## src/rtl/jk_stim_driver_pkg.sv

```systemverilog
// Shared definitions for the JK stimulus driver: FSM states and JK excitation table.
package jk_stim_driver_pkg;

  typedef enum logic [1:0] {
    ST_SYNC  = 2'd0,
    ST_IDLE  = 2'd1,
    ST_RUN   = 2'd2,
    ST_DRAIN = 2'd3
  } state_t;

  // Excitation codes, packed as {j, k}
  localparam logic [1:0] JK_HOLD = 2'b00;
  localparam logic [1:0] JK_SET  = 2'b10;
  localparam logic [1:0] JK_RST  = 2'b01;
  localparam logic [1:0] JK_TOG  = 2'b11;

  // {j,k} that moves a JK flop from q to b
  function automatic logic [1:0] jk_excite(input logic q, input logic b,
                                           input logic prefer_toggle);
    logic [1:0] r;
    if (q == b)
      r = JK_HOLD;
    else if (prefer_toggle)
      r = JK_TOG;
    else if (b)
      r = JK_SET;
    else
      r = JK_RST;
    return r;
  endfunction

endpackage

```

## src/rtl/jk_stim_fifo.sv

```systemverilog
// Synchronous DEPTH x 1 FIFO for target bits; extra pointer bit separates full from empty.
module jk_stim_fifo #(
  parameter int unsigned DEPTH = 8
) (
  input  logic clk,
  input  logic rst_n,
  input  logic i_push,
  input  logic i_din,
  input  logic i_pop,
  output logic o_dout,
  output logic o_full,
  output logic o_empty
);

  localparam int unsigned AW = (DEPTH > 1) ? $clog2(DEPTH) : 1;

  logic [DEPTH-1:0] r_mem;
  logic [AW:0]      r_wptr;
  logic [AW:0]      r_rptr;
  logic             w_wr;
  logic             w_rd;

  assign o_empty = (r_wptr == r_rptr);
  assign o_full  = (r_wptr[AW] != r_rptr[AW]) && (r_wptr[AW-1:0] == r_rptr[AW-1:0]);
  assign w_wr    = i_push && !o_full;
  assign w_rd    = i_pop && !o_empty;
  assign o_dout  = r_mem[r_rptr[AW-1:0]];

  // Storage write; contents need no reset since the pointers gate visibility
  always_ff @(posedge clk) begin
    if (w_wr)
      r_mem[r_wptr[AW-1:0]] <= i_din;
  end

  // Read/write pointers, wrapping modulo DEPTH in the low bits
  always_ff @(posedge clk or negedge rst_n) begin
    if (!rst_n) begin
      r_wptr <= '0;
      r_rptr <= '0;
    end else begin
      if (w_wr)
        r_wptr <= r_wptr + (AW+1)'(1);
      if (w_rd)
        r_rptr <= r_rptr + (AW+1)'(1);
    end
  end

endmodule

```

## src/rtl/jk_stim_driver.sv

```systemverilog
// JK excitation driver: turns queued target bits into registered j/k and checks y_fb
// two cycles after each pop against the expected bit.
module jk_stim_driver
  import jk_stim_driver_pkg::*;
#(
  parameter int unsigned DEPTH         = 8,
  parameter bit          PREFER_TOGGLE = 1'b0,
  parameter int unsigned CNT_W         = 8
) (
  input  logic             clk,
  input  logic             rst,
  input  logic             in_valid,
  input  logic             in_bit,
  output logic             in_ready,
  output logic             j,
  output logic             k,
  input  logic             y_fb,
  input  logic             clr_err,
  output logic             busy,
  output logic             done,
  output logic             mismatch,
  output logic [CNT_W-1:0] err_count
);

  state_t           r_state;
  state_t           w_state_nxt;
  logic             r_j;
  logic             r_k;
  logic             r_q;
  logic             r_exp0;
  logic             r_v0;
  logic             r_exp1;
  logic             r_v1;
  logic             r_done;
  logic             r_dcnt;
  logic             r_mismatch;
  logic [CNT_W-1:0] r_err_count;

  logic       w_full;
  logic       w_empty;
  logic       w_head;
  logic       w_push;
  logic       w_pop;
  logic [1:0] w_jk_nxt;
  logic       w_q_nxt;
  logic       w_exp0_nxt;
  logic       w_v0_nxt;
  logic       w_done_nxt;
  logic       w_dcnt_nxt;
  logic       w_err;

  assign in_ready  = !w_full;
  assign w_push    = in_valid && !w_full;
  assign j         = r_j;
  assign k         = r_k;
  assign busy      = (r_state != ST_IDLE);
  assign done      = r_done;
  assign mismatch  = r_mismatch;
  assign err_count = r_err_count;

  jk_stim_fifo #(
    .DEPTH (DEPTH)
  ) u_fifo (
    .clk     (clk),
    .rst_n   (rst),
    .i_push  (w_push),
    .i_din   (in_bit),
    .i_pop   (w_pop),
    .o_dout  (w_head),
    .o_full  (w_full),
    .o_empty (w_empty)
  );

  // Next-state, pop and next excitation/expectation decisions
  always_comb begin
    w_state_nxt = r_state;
    w_pop       = 1'b0;
    w_jk_nxt    = JK_HOLD;
    w_q_nxt     = r_q;
    w_exp0_nxt  = r_exp0;
    w_v0_nxt    = 1'b0;
    w_done_nxt  = 1'b0;
    w_dcnt_nxt  = r_dcnt;
    case (r_state)
      ST_SYNC: begin
        w_jk_nxt    = JK_RST;
        w_q_nxt     = 1'b0;
        w_state_nxt = ST_IDLE;
      end
      ST_IDLE: begin
        if (!w_empty)
          w_state_nxt = ST_RUN;
      end
      ST_RUN: begin
        if (!w_empty) begin
          w_pop      = 1'b1;
          w_jk_nxt   = jk_excite(r_q, w_head, PREFER_TOGGLE);
          w_q_nxt    = w_head;
          w_exp0_nxt = w_head;
          w_v0_nxt   = 1'b1;
        end else begin
          w_state_nxt = ST_DRAIN;
          w_dcnt_nxt  = 1'b0;
        end
      end
      ST_DRAIN: begin
        if (r_dcnt) begin
          w_state_nxt = ST_IDLE;
          w_done_nxt  = 1'b1;
          w_dcnt_nxt  = 1'b0;
        end else begin
          w_dcnt_nxt = 1'b1;
        end
      end
      default: w_state_nxt = ST_SYNC;
    endcase
  end

  // State, excitation outputs, model of y and the two-stage check pipeline
  always_ff @(posedge clk or negedge rst) begin
    if (!rst) begin
      r_state <= ST_SYNC;
      r_j     <= 1'b0;
      r_k     <= 1'b0;
      r_q     <= 1'b0;
      r_exp0  <= 1'b0;
      r_v0    <= 1'b0;
      r_exp1  <= 1'b0;
      r_v1    <= 1'b0;
      r_done  <= 1'b0;
      r_dcnt  <= 1'b0;
    end else begin
      r_state      <= w_state_nxt;
      {r_j, r_k}   <= w_jk_nxt;
      r_q          <= w_q_nxt;
      r_exp0       <= w_exp0_nxt;
      r_v0         <= w_v0_nxt;
      r_exp1       <= r_exp0;
      r_v1         <= r_v0;
      r_done       <= w_done_nxt;
      r_dcnt       <= w_dcnt_nxt;
    end
  end

  assign w_err = r_v1 && (y_fb != r_exp1);

  // Sticky mismatch and saturating error count; an error on the clear edge counts as one
  always_ff @(posedge clk or negedge rst) begin
    if (!rst) begin
      r_mismatch  <= 1'b0;
      r_err_count <= '0;
    end else if (w_err) begin
      r_mismatch <= 1'b1;
      if (clr_err)
        r_err_count <= CNT_W'(1);
      else if (!(&r_err_count))
        r_err_count <= r_err_count + CNT_W'(1);
    end else if (clr_err) begin
      r_mismatch  <= 1'b0;
      r_err_count <= '0;
    end
  end

endmodule

```

## config.mk

```make
export PLATFORM = sky130hd
export DESIGN_NAME = jk_stim_driver
export DESIGN_NICKNAME = d
export VERILOG_FILES = /design/src/rtl/jk_stim_driver_pkg.sv /design/src/rtl/jk_stim_fifo.sv /design/src/rtl/jk_stim_driver.sv
export SDC_FILE = /design/constraint.sdc
export NUM_CORES = 1
export LEC_CHECK = 0
export ABC_AREA = 1
export BUFFER_PORTS_ARGS = -buffer_cell sky130_fd_sc_hd__clkbuf_2
export CORE_UTILIZATION = 45
export CTS_CLUSTER_SIZE = 24
export DETAILED_ROUTE_END_ITERATION = 6
export SETUP_SLACK_MARGIN = 0.02
export SYNTH_ARGS = -nofsm -noshare
export SYNTH_HDL_FRONTEND = slang
export SYNTH_SLANG_ARGS = --single-unit
```

## constraint.sdc

```tcl
create_clock -name clk -period 1.8 [get_ports clk]
set_clock_uncertainty 0.1 [all_clocks]
set_input_delay 0.09 -clock clk [delete_from_list [all_inputs] [get_ports clk]]
set_output_delay 0.09 -clock clk [all_outputs]
set_load 0.1 [all_outputs]
```

==> results of run 1 <==
## through the flow
step	utilization [%]	cells
global route	56.02	315
floorplan	-	231
finish	56.02	315
global placement	52.21	302
CTS	55.59	314
detailed placement	52.21	302
## flip-flops by register name (all words and copies together), names as in the netlist, 2 cells and up
signal,count
u_fifo.r_wptr,4
u_fifo.r_mem,8
err_count,8
u_fifo.r_rptr,4
r_state,2
## cell type report
type	count	area, µm²	area share (%)
inverter	37	147.6	6.541
timing repair buffer	27	177.7	7.871
multi-input combinational	157	827.0	36.64
tap	50	62.56	2.772
clock inverter	3	18.77	0.8315
sequential	36	954.7	42.30
clock buffer	5	68.82	3.049
## cell families after synthesis
family / after synthesis / synth area share [%]
and+or+nand+nor: 131 / 31.72
buffers and inverters: 38 / 7.929
DFF: 36 / 49.28
AOI/OAI and AO/OA: 15 / 4.653
adders and majority gates: 7 / 4.587
xor gates and xnor gates: 4 / 1.835
## layer usage
layer / share of wire [%] / global-route usage (%) / up-vias
li1: - / - / 791
met1: 47 / 22.80 / 668
met2: 48 / 31.13 / 22
met3: 3.3 / 4.054 / 7
met4: 1.6 / 9.574 / 0
met5: 0 / 0 / -
## synth_stat cells
cell type | n | area, µm²
nand2_4 | 2 | 22.52
inv_2 | 2 | 7.510
nor2_4 | 1 | 11.26
nor2_1 | 14 | 52.55
nand2_1 | 76 | 285.3
or2_2 | 1 | 6.260
nand3_2 | 1 | 10.01
ha_1 | 7 | 87.58
o21ai_0 | 10 | 50.05
nand4_1 | 3 | 18.77
o21ai_1 | 1 | 5.000
inv_1 | 34 | 127.6
nand3_1 | 21 | 105.1
buf_4 | 1 | 7.510
inv_6 | 1 | 8.760
nand2_8 | 1 | 20.02
xor2_1 | 3 | 26.28
o211ai_1 | 1 | 7.510
nor2_2 | 1 | 6.260
edfxtp_1 | 8 | 240.2
nand2_2 | 4 | 25.02
dfrtp_1 | 28 | 700.7
nand3_4 | 1 | 17.52
xnor2_1 | 1 | 8.760
o21ai_2 | 3 | 26.28
nor3_1 | 5 | 25.02
## where the power goes
| part | internal, mW | total, mW | switching, mW | leakage [nW] |
|---|---|---|---|---|
| sequential | 1.08 | 1.26 | 0.177 | 0.422 |
| clock | 0.267 | 0.568 | 0.301 | 0.0378 |
| combinational | 0.566 | 1.91 | 1.34 | 0.663 |
| total | 1.91 | 3.73 | 1.82 | 1.12 |
## critical path: cells and delay by family (launching register included)
| family | cells | cell delay [ps] |
|---|---|---|
| and+or+nand+nor | 4 | 440 |
| DFF | 1 | 380 |
| buffers and inverters | 2 | 350 |
## path summary, 6_finish.rpt
| path | startpoint | endpoint | slack, ps | depth (start not counted) |
|---|---|---|---|---|
| min reg2reg | r_v0 | r_v1 | 260 | 0 |
| max | u_fifo.r_wptr[0] | in_ready | 140 | 6 |
| min in group asynchronous | rst | err_count[0] | 280 | 2 |
| max in group asynchronous | rst | err_count[5] | 810 | 2 |
| max reg2reg | u_fifo.r_rptr[1] | u_fifo.r_mem[6] | 190 | 7 |
| min | y_fb | mismatch | 140 | 6 |
## timing repair
item                                    CTS  global route
hold buffers                              4             0
pin swaps                                 0             1
hold endpoints to repair                 39             0
endpoints found under the setup margin    1             2
buffers inserted                          0             1
resized for setup                         2             5
==> results.cfg, run 1 <==
[detailed_routing]
first_iter_violations = 73
vias = 1488
viasPerCell = 4.724
dr.pass1.iters = 4
finalWirelength_um = 3587
drc = 0
ant_nets = 0
wl_per_cell_um = 11.39

[place]
place.gp.congestion = 0.8307
dp_hpwl_um = 2615
portBuffers = 19
pre_cts_ws_ps = 112.1
placed_area_um2 = 2103

[pwr]
leakage_nw = 1.123
ir_worst_vdd_v = 0.001054
p_per_area_nw_per_um2 = 1653
power.total_mw = 3.732

[clock_network]
cts_buffer_depth = 2
clkTransAtPathRegs_ps = 80
cts_tree = built
htreeDepth = 2
root_buffer = clkbuf_8
cts_sinks = 36
cts_buffers = 5
clkLatencyLatePin_ps = 290

[synth]
netlist_area_um2 = 1909
ys_warn_count = 0
syn_inst = 231
syn_nets = 244
synth.distinct_cells = 26
ys_seq_elements = 36
ys_seq_area_share_pct = 49.28
synth.avg_cell_area_um2 = 8.266

[final_layout]
area_delta_synth_final_pct = 18.22
fin_nets = 277
mostFrequentLayoutCell = nand2_1
mostFrequentLayoutCells = nand2_1 (76), inv_1 (33), nand3_1 (20)
n_antenna_cell = 0
drive_above_1_share_pct = 23.40
fillers = 387
finalInstanceArea_um2 = 2257

[timing]
period_share_pct = 92.37
finalHoldViolCount = 0
drv_slew = 0
rsz0062_at_grt = false
worst_slack_ps = 137.3
fin_hold_ws_ps = 139.3
relSlewSlack_pct = 52.04
setup_tns_ps = 0
setup_viol = 0
max_clock_freq_mhz = 601.4
tightestPinTransition_ps = 719.4
layout_min_cycle_time_ps = 1663

[worst_setup_path]
worstPathMaxFanout = 5
required_ps = 1610
crit_type = register to output port
crit_path_start_kind = register
slowest_delay_ps = 380
cp_common_cell = nand2_2
crit_arrival_ps = 1470
worstPathCellList = buf_4 > nand2_2 > nand2_2 > nor2_4 > nand3_4 > buf_8
crit_slowest_cell = dfrtp_1
endpoint_kind = output port

[die]
core_um2 = 4029
die_area_um2 = 4507
die_h_um = 67.14
row_count = 23
die_w_um = 67.14
io_pins = 20
floorplan.initialDensity_pct = 47.39

[flow_run]
cap_violations = 0

[global_routing]
grt_overflow = 0
grt_pass1_wl_um = 6120
grt_pass1_vias = 1418
grtUsageTotal_pct = 18.75
antenna_found_initial = 0
grt_max_degree = 29

[outcome]
status = complete, no violations

[worst_hold_path]
hold_path.class = input port to register
(Power assumes the default switching activity.)
==> run 2: changes to the inputs <==
==> constraint.sdc (replaced) <==
create_clock -name clk -period 1.9 [get_ports clk]
set_clock_uncertainty 0.1 [all_clocks]
set_input_delay 0.095 -clock clk [delete_from_list [all_inputs] [get_ports clk]]
set_output_delay 0.095 -clock clk [all_outputs]
set_load 0.1 [all_outputs]
==> run 2 against run 1 <==
  * Die area is the same
  * Register-to-register slack improved by 40 ps
  * Sequential power fell by 3%
  * Combinational power down 12%
  * Worst setup slack better by 35 ps
  * Wire length is 1.3% lower
  * Sequential share of layout area is 0.94 points higher
  * Power down 7.2%
  * Largest cell class unchanged
  * First-iteration DRC count is 6.8% lower
  * Count of clock-buffer cells in the layout rose by 3
  * Critical path depth stayed put
  * Global-route usage is 0.27 points lower
==> results.cfg, run 2 (synthesis gave the netlist of run 1 again) <==
[pwr]
power.total_mw = 3.462
leakage_nw = 1.113
ir_worst_vdd_v = 0.0008847
p_per_area_nw_per_um2 = 1574

[worst_setup_path]
crit_path_start_kind = register
rr_worst_depth = 7
r2r-end = u_fifo.r_mem[6]
r2r-start = u_fifo.r_rptr[1]
crit_type = register to output port
endpoint_kind = output port
required_ps = 1700
r2r_slack_ps = 230
crit_arrival_ps = 1530
worstPathMaxFanout = 6

[global_routing]
grt_overflow = 0
grt-busiest-layer = met2
antenna_found_initial = 0
use_met1_pct = 20.93
grt_pass1_vias = 1475
grtUsageTotal_pct = 18.49
grt_max_degree = 29
grt.met3_usage_pct = 6.081
met2_usage_pct = 29.88
grt_pass1_wl_um = 6003

[clock_network]
root_buffer = clkbuf_8
htreeDepth = 2
clkTransAtPathRegs_ps = 70
cts_sinks = 36
cts_buffers = 5
cts_buffer_depth = 2
clkLatencyLatePin_ps = 290
post-cts-setup-buffer-count = 0
cts_tree = built

[die]
core_um2 = 4029
io_pins = 20
die_w_um = 67.14
floorplan.initialDensity_pct = 47.39
die_h_um = 67.14
die_area_um2 = 4507
row_count = 23

[timing]
max_clock_freq_mhz = 578.9
finalHoldViolCount = 0
tightestPinTransition_ps = 713.7
relSlewSlack_pct = 52.42
rsz0062_at_grt = false
setup_tns_ps = 0
layout_min_cycle_time_ps = 1727
drv_slew = 0
fin_hold_ws_ps = 11.04
period_share_pct = 90.92
setup_viol = 0

[detailed_routing]
wl_per_cell_um = 11.39
vias = 1532
dr.pass1.iters = 4
finalWirelength_um = 3542
first_iter_violations = 68
drc = 0
ant_nets = 0
viasPerCell = 4.926

[final_layout]
n_antenna_cell = 0
drive_above_1_share_pct = 19.92
area_delta_synth_final_pct = 15.20
fillers = 385
fin_nets = 273
mostFrequentLayoutCells = nand2_1 (76), inv_1 (34), nand3_1 (21)
multi_input_area_um2 = 817.0
seq_area_um2 = 950.9
mostFrequentLayoutCell = nand2_1

[outcome]
status = complete, no violations

[place]
dp_hpwl_um = 2537
place.gp.congestion = 0.8245
portBuffers = 19

[worst_hold_path]
worstHoldPathCells = 3
min_to = u_fifo.r_wptr[1]
hold_path.class = input port to register
hp-start = in_valid

[flow_run]
cap_violations = 0
==> run 2: routing by layer <==
layer | up-vias | part of all wire, %
met2 | 39 | 47
met3 | 12 | 5.2
li1 | 786 | -
met5 | - | 0
met1 | 695 | 45
met4 | 0 | 3.1
==> run 2: area by class of cell <==
type / instances / area share, %
Tap cell: 50 / 2.844
Timing Repair Buffer: 23 / 6.143
Clock buffer: 8 / 4.096
Multi-Input combinational cell: 157 / 37.14
Inverter: 37 / 6.542
Sequential cell: 36 / 43.23
==> run 2: critical path: stages (launching register included) <==
cell and delay, ps:
dfrtp_2 420, inv_1 100, nand2_1 60, nand2_1 80, nor2_4 200, nand3_4 130, buf_4 260
==> run 2: repair_timing <==
action                                 4_1_cts  5_1_grt
resized for setup                            1        4
endpoints found under the hold margin       37        0
hold buffers                                 3        0
setup endpoints to repair                    1        1
pin swaps                                    0        0
==> run 2: how the worst max path moves through the flow <==
| stage | startpoint | end | slack, ps |
|---|---|---|---|
| floorplan | err_count[7] | err_count[4] | 30 |
| global placement | u_fifo.r_wptr[2] | u_fifo.r_mem[1] | 240 |
| detailed placement | u_fifo.r_rptr[1] | u_fifo.r_mem[6] | 230 |
| CTS | u_fifo.r_rptr[0] | in_ready | 50 |
| global route | u_fifo.r_wptr[1] | in_ready | 70 |
| finish | u_fifo.r_rptr[1] | in_ready | 170 |
==> run 2: per-stage QoR <==
stage | worst slack [ps] | utilization [%] | cells | cell area, µm²
finish | 172.6 | 54.60 | 311 | 2200
floorplan | 27.38 | - | 231 | 1916
detailed placement | 233.9 | 51.46 | 300 | 2073
global route | 69.01 | 54.60 | 311 | 2200
CTS | 45.18 | 54.50 | 311 | 2196
global placement | 244.2 | 51.46 | 300 | 2073
==> run 2: where the power goes <==
group	total [mW]	internal, mW	switching (mW)
Combinational	1.69	0.473	1.21
Sequential	1.22	1.02	0.193
Clock	0.561	0.296	0.265
Total	3.46	1.79	1.67
==> run 3: changes to the inputs <==
--- a/config.mk
+++ b/config.mk
@@ -5,9 +5,9 @@
 export SDC_FILE = /design/constraint.sdc
 export NUM_CORES = 1
 export LEC_CHECK = 0
-export ABC_AREA = 1
 export BUFFER_PORTS_ARGS = -buffer_cell sky130_fd_sc_hd__clkbuf_2
 export CORE_UTILIZATION = 45
+export CTS_BUF_LIST = sky130_fd_sc_hd__clkbuf_2 sky130_fd_sc_hd__clkbuf_4 sky130_fd_sc_hd__clkbuf_8
 export CTS_CLUSTER_SIZE = 24
 export DETAILED_ROUTE_END_ITERATION = 6
 export SETUP_SLACK_MARGIN = 0.02
==> run 3 against run 2 <==
  * The run now ends with negative setup slack left
  * Critical path depth is 3 lower
  * Fmax fell by 10%
  * Via count down 18%
  * Largest power group unchanged
==> results.cfg, run 3 <==
[detailed_routing]
dr.pass1.iters = 4
ant_nets = 0
vias = 1262
finalWirelength_um = 3395
viasPerCell = 5.280
drc = 0
wl_per_cell_um = 14.21
first_iter_violations = 48

[timing]
relSlewSlack_pct = 55.20
period_share_pct = 101.0
setup_tns_ps = -20.53
max_clock_freq_mhz = 520.9
tightestPinTransition_ps = 672.0
rsz0062_at_grt = true
setup_viol = 2
finalHoldViolCount = 0
layout_min_cycle_time_ps = 1920
drv_slew = 0
worst_slack_ps = -19.78

[worst_hold_path]
hp-start = in_valid
hold_path.class = input port to register
worstHoldPathCells = 3
min_to = u_fifo.r_wptr[2]

[clock_network]
htreeDepth = 2
cts_buffers = 5
clkLatencyLatePin_ps = 290
clkTransAtPathRegs_ps = 70
cts_tree = built
root_buffer = clkbuf_8
cts_buffer_depth = 2
cts_sinks = 36

[global_routing]
antenna_found_initial = 0
grtUsageTotal_pct = 18.75
grt_pass1_wl_um = 5630
grt_pass1_vias = 1200
grt_max_degree = 29
grt_overflow = 0

[die]
io_pins = 20
die_area_um2 = 4172
core_um2 = 3716
row_count = 22
floorplan.initialDensity_pct = 47.44
die_h_um = 64.59
die_w_um = 64.59

[synth]
syn_nets = 162
ys_warn_count = 0
synth_commonest_cells = dfrtp_1 (28), nor2_1 (11), inv_1 (9), nand2_1 (9), nand3_1 (9)
synthTopCellsByArea = dfrtp_1 (40%), edfxtp_1 (14%), ha_1 (5.0%)
synth.avg_cell_area_um2 = 11.83
ys_seq_elements = 36
synth-edff-count = 8
syn_inst = 149
synth.distinct_cells = 43
yosysTopAreaCellShare_pct = 39.74
async_flop_share_pct = 77.78
synthFlopType = dfrtp_1
synth_top_area_cell = dfrtp_1
netlist_area_um2 = 1763
ys_seq_area_share_pct = 53.37
synth.most_common_cell = dfrtp_1

[final_layout]
stdcell_count = 239
finalInstanceArea_um2 = 2282
area_delta_synth_final_pct = 29.45
multi_input_area_um2 = 862.1
fillers = 316
n_antenna_cell = 0
drive_above_1_share_pct = 40.31
fin_nets = 203
mostFrequentLayoutCells = clkbuf_2 (18), dfrtp_1 (17), buf_4 (15)
seq_area_um2 = 959.7
mostFrequentLayoutCell = clkbuf_2

[flow_run]
cap_violations = 0

[worst_setup_path]
r2r-start = u_fifo.r_rptr[2]
crit_path_start_kind = register
worstPathMaxFanout = 3
r2r-end = u_fifo.r_mem[0]
endpoint_kind = output port
r2r_slack_ps = 0
crit_type = register to output port
crit_arrival_ps = 1720
required_ps = 1700
rr_worst_depth = 5

[pwr]
p_per_area_nw_per_um2 = 1723
leakage_nw = 0.9919
ir_worst_vdd_v = 0.0007837

[outcome]
failed_checks = negative setup slack
status = finished, violations left

[place]
portBuffers = 19
placed_area_um2 = 2086
place.gp.congestion = 0.8562
placed_cells = 225
dp_hpwl_um = 2459
[run 3: cell types whose count changed after synthesis, moves of 3 or more]
| cell | change |
|---|---|
| a21oi_1 | +4 |
| xnor2_1 | +5 |
| xor2_1 | +4 |
| a21o_1 | +3 |
| o21ai_0 | -6 |
| nand3_1 | -12 |
| nand2_1 | -67 |
| o21ai_2 | -3 |
| inv_1 | -25 |
| nor2_1 | -3 |
| or3_1 | +4 |
| nand2_2 | -4 |
[run 3: worst max-delay path by stage]
| stage | from | endpoint | slack (ps) | cells past startpoint |
|---|---|---|---|---|
| after CTS | u_fifo.r_rptr[2] | in_ready | -40 | 3 |
| after detailed placement | u_fifo.r_rptr[0] | u_fifo.r_wptr[1] | 8 | 4 |
| after floorplan | u_fifo.r_rptr[1] | r_state[1] | -70 | 5 |
| final | u_fifo.r_rptr[2] | in_ready | -20 | 3 |
| after global placement | u_fifo.r_rptr[0] | u_fifo.r_wptr[1] | 20 | 4 |
| after global routing | u_fifo.r_rptr[2] | in_ready | -70 | 3 |
[run 3: final cells by class]
type	count	share of cell area, %
sequential	36	42.05
multi-input combinational	99	37.77
timing repair buffer	38	11.57
clock buffer	6	3.618
tap	48	2.632
inverter	10	1.754
clock inverter	2	0.6031
[run 3: metal layers]
layer	global-route usage [%]	wire length, µm	up-vias
li1	-	-	617
met1	20.80	1397	620
met2	33.16	1834	19
met3	4.754	90	6
met4	9.167	73	0
met5	0	0	-
[run 3: timing repair]
action                                  CTS  global route
buffers inserted                          2             1
gates resized for setup                   1            13
pin swaps                                 1             4
endpoints found under the hold margin    39             0
hold buffers                              3             0
endpoints found under the setup margin    2            15
[run 3: per-stage QoR]
step / hold WS [ps] / setup slack, ps / power (mW) / utilization [%]
4_1_cts: 164.4 / -40.67 / 3.855 / 59.97
3_5_place_dp: 72.07 / 7.630 / 3.221 / 56.13
3_3_place_gp: 76.57 / 20.17 / 3.171 / 56.13
2_1_floorplan: -300.6 / -66.18 / 2.737 / -
6_report: 187.0 / -19.78 / 3.933 / 61.41
5_1_grt: 191.3 / -67.10 / 4.192 / 61.41
[run 3: power breakdown]
part / internal (mW) / leakage [nW] / total, mW / switching, mW
registers: 1.04 / 0.415 / 1.26 / 0.222
logic: 0.818 / 0.525 / 2.09 / 1.28
clock network: 0.296 / 0.0516 / 0.575 / 0.279
[run 3: cells by family (layout without fill, tap and decap cells)]
kind of cell | Yosys count | in the layout | share of synthesized area [%]
buffers and inverters | 14 | 56 | 3.832
flip-flops | 36 | 36 | 53.37
adder cells (fa/ha/maj) | 7 | 7 | 4.968
AO/OA/AOI/OAI | 23 | 23 | 10.58
multiplexers | 6 | 6 | 5.394
XOR/XNOR | 14 | 14 | 8.020
AND/OR/NAND/NOR | 49 | 49 | 13.84
[run 3: worst max-delay path, cell delays in order, from the launching register on]
cell and delay, ps:
dfrtp_2 450, xor2_4 200, or4_4 590, buf_12 190
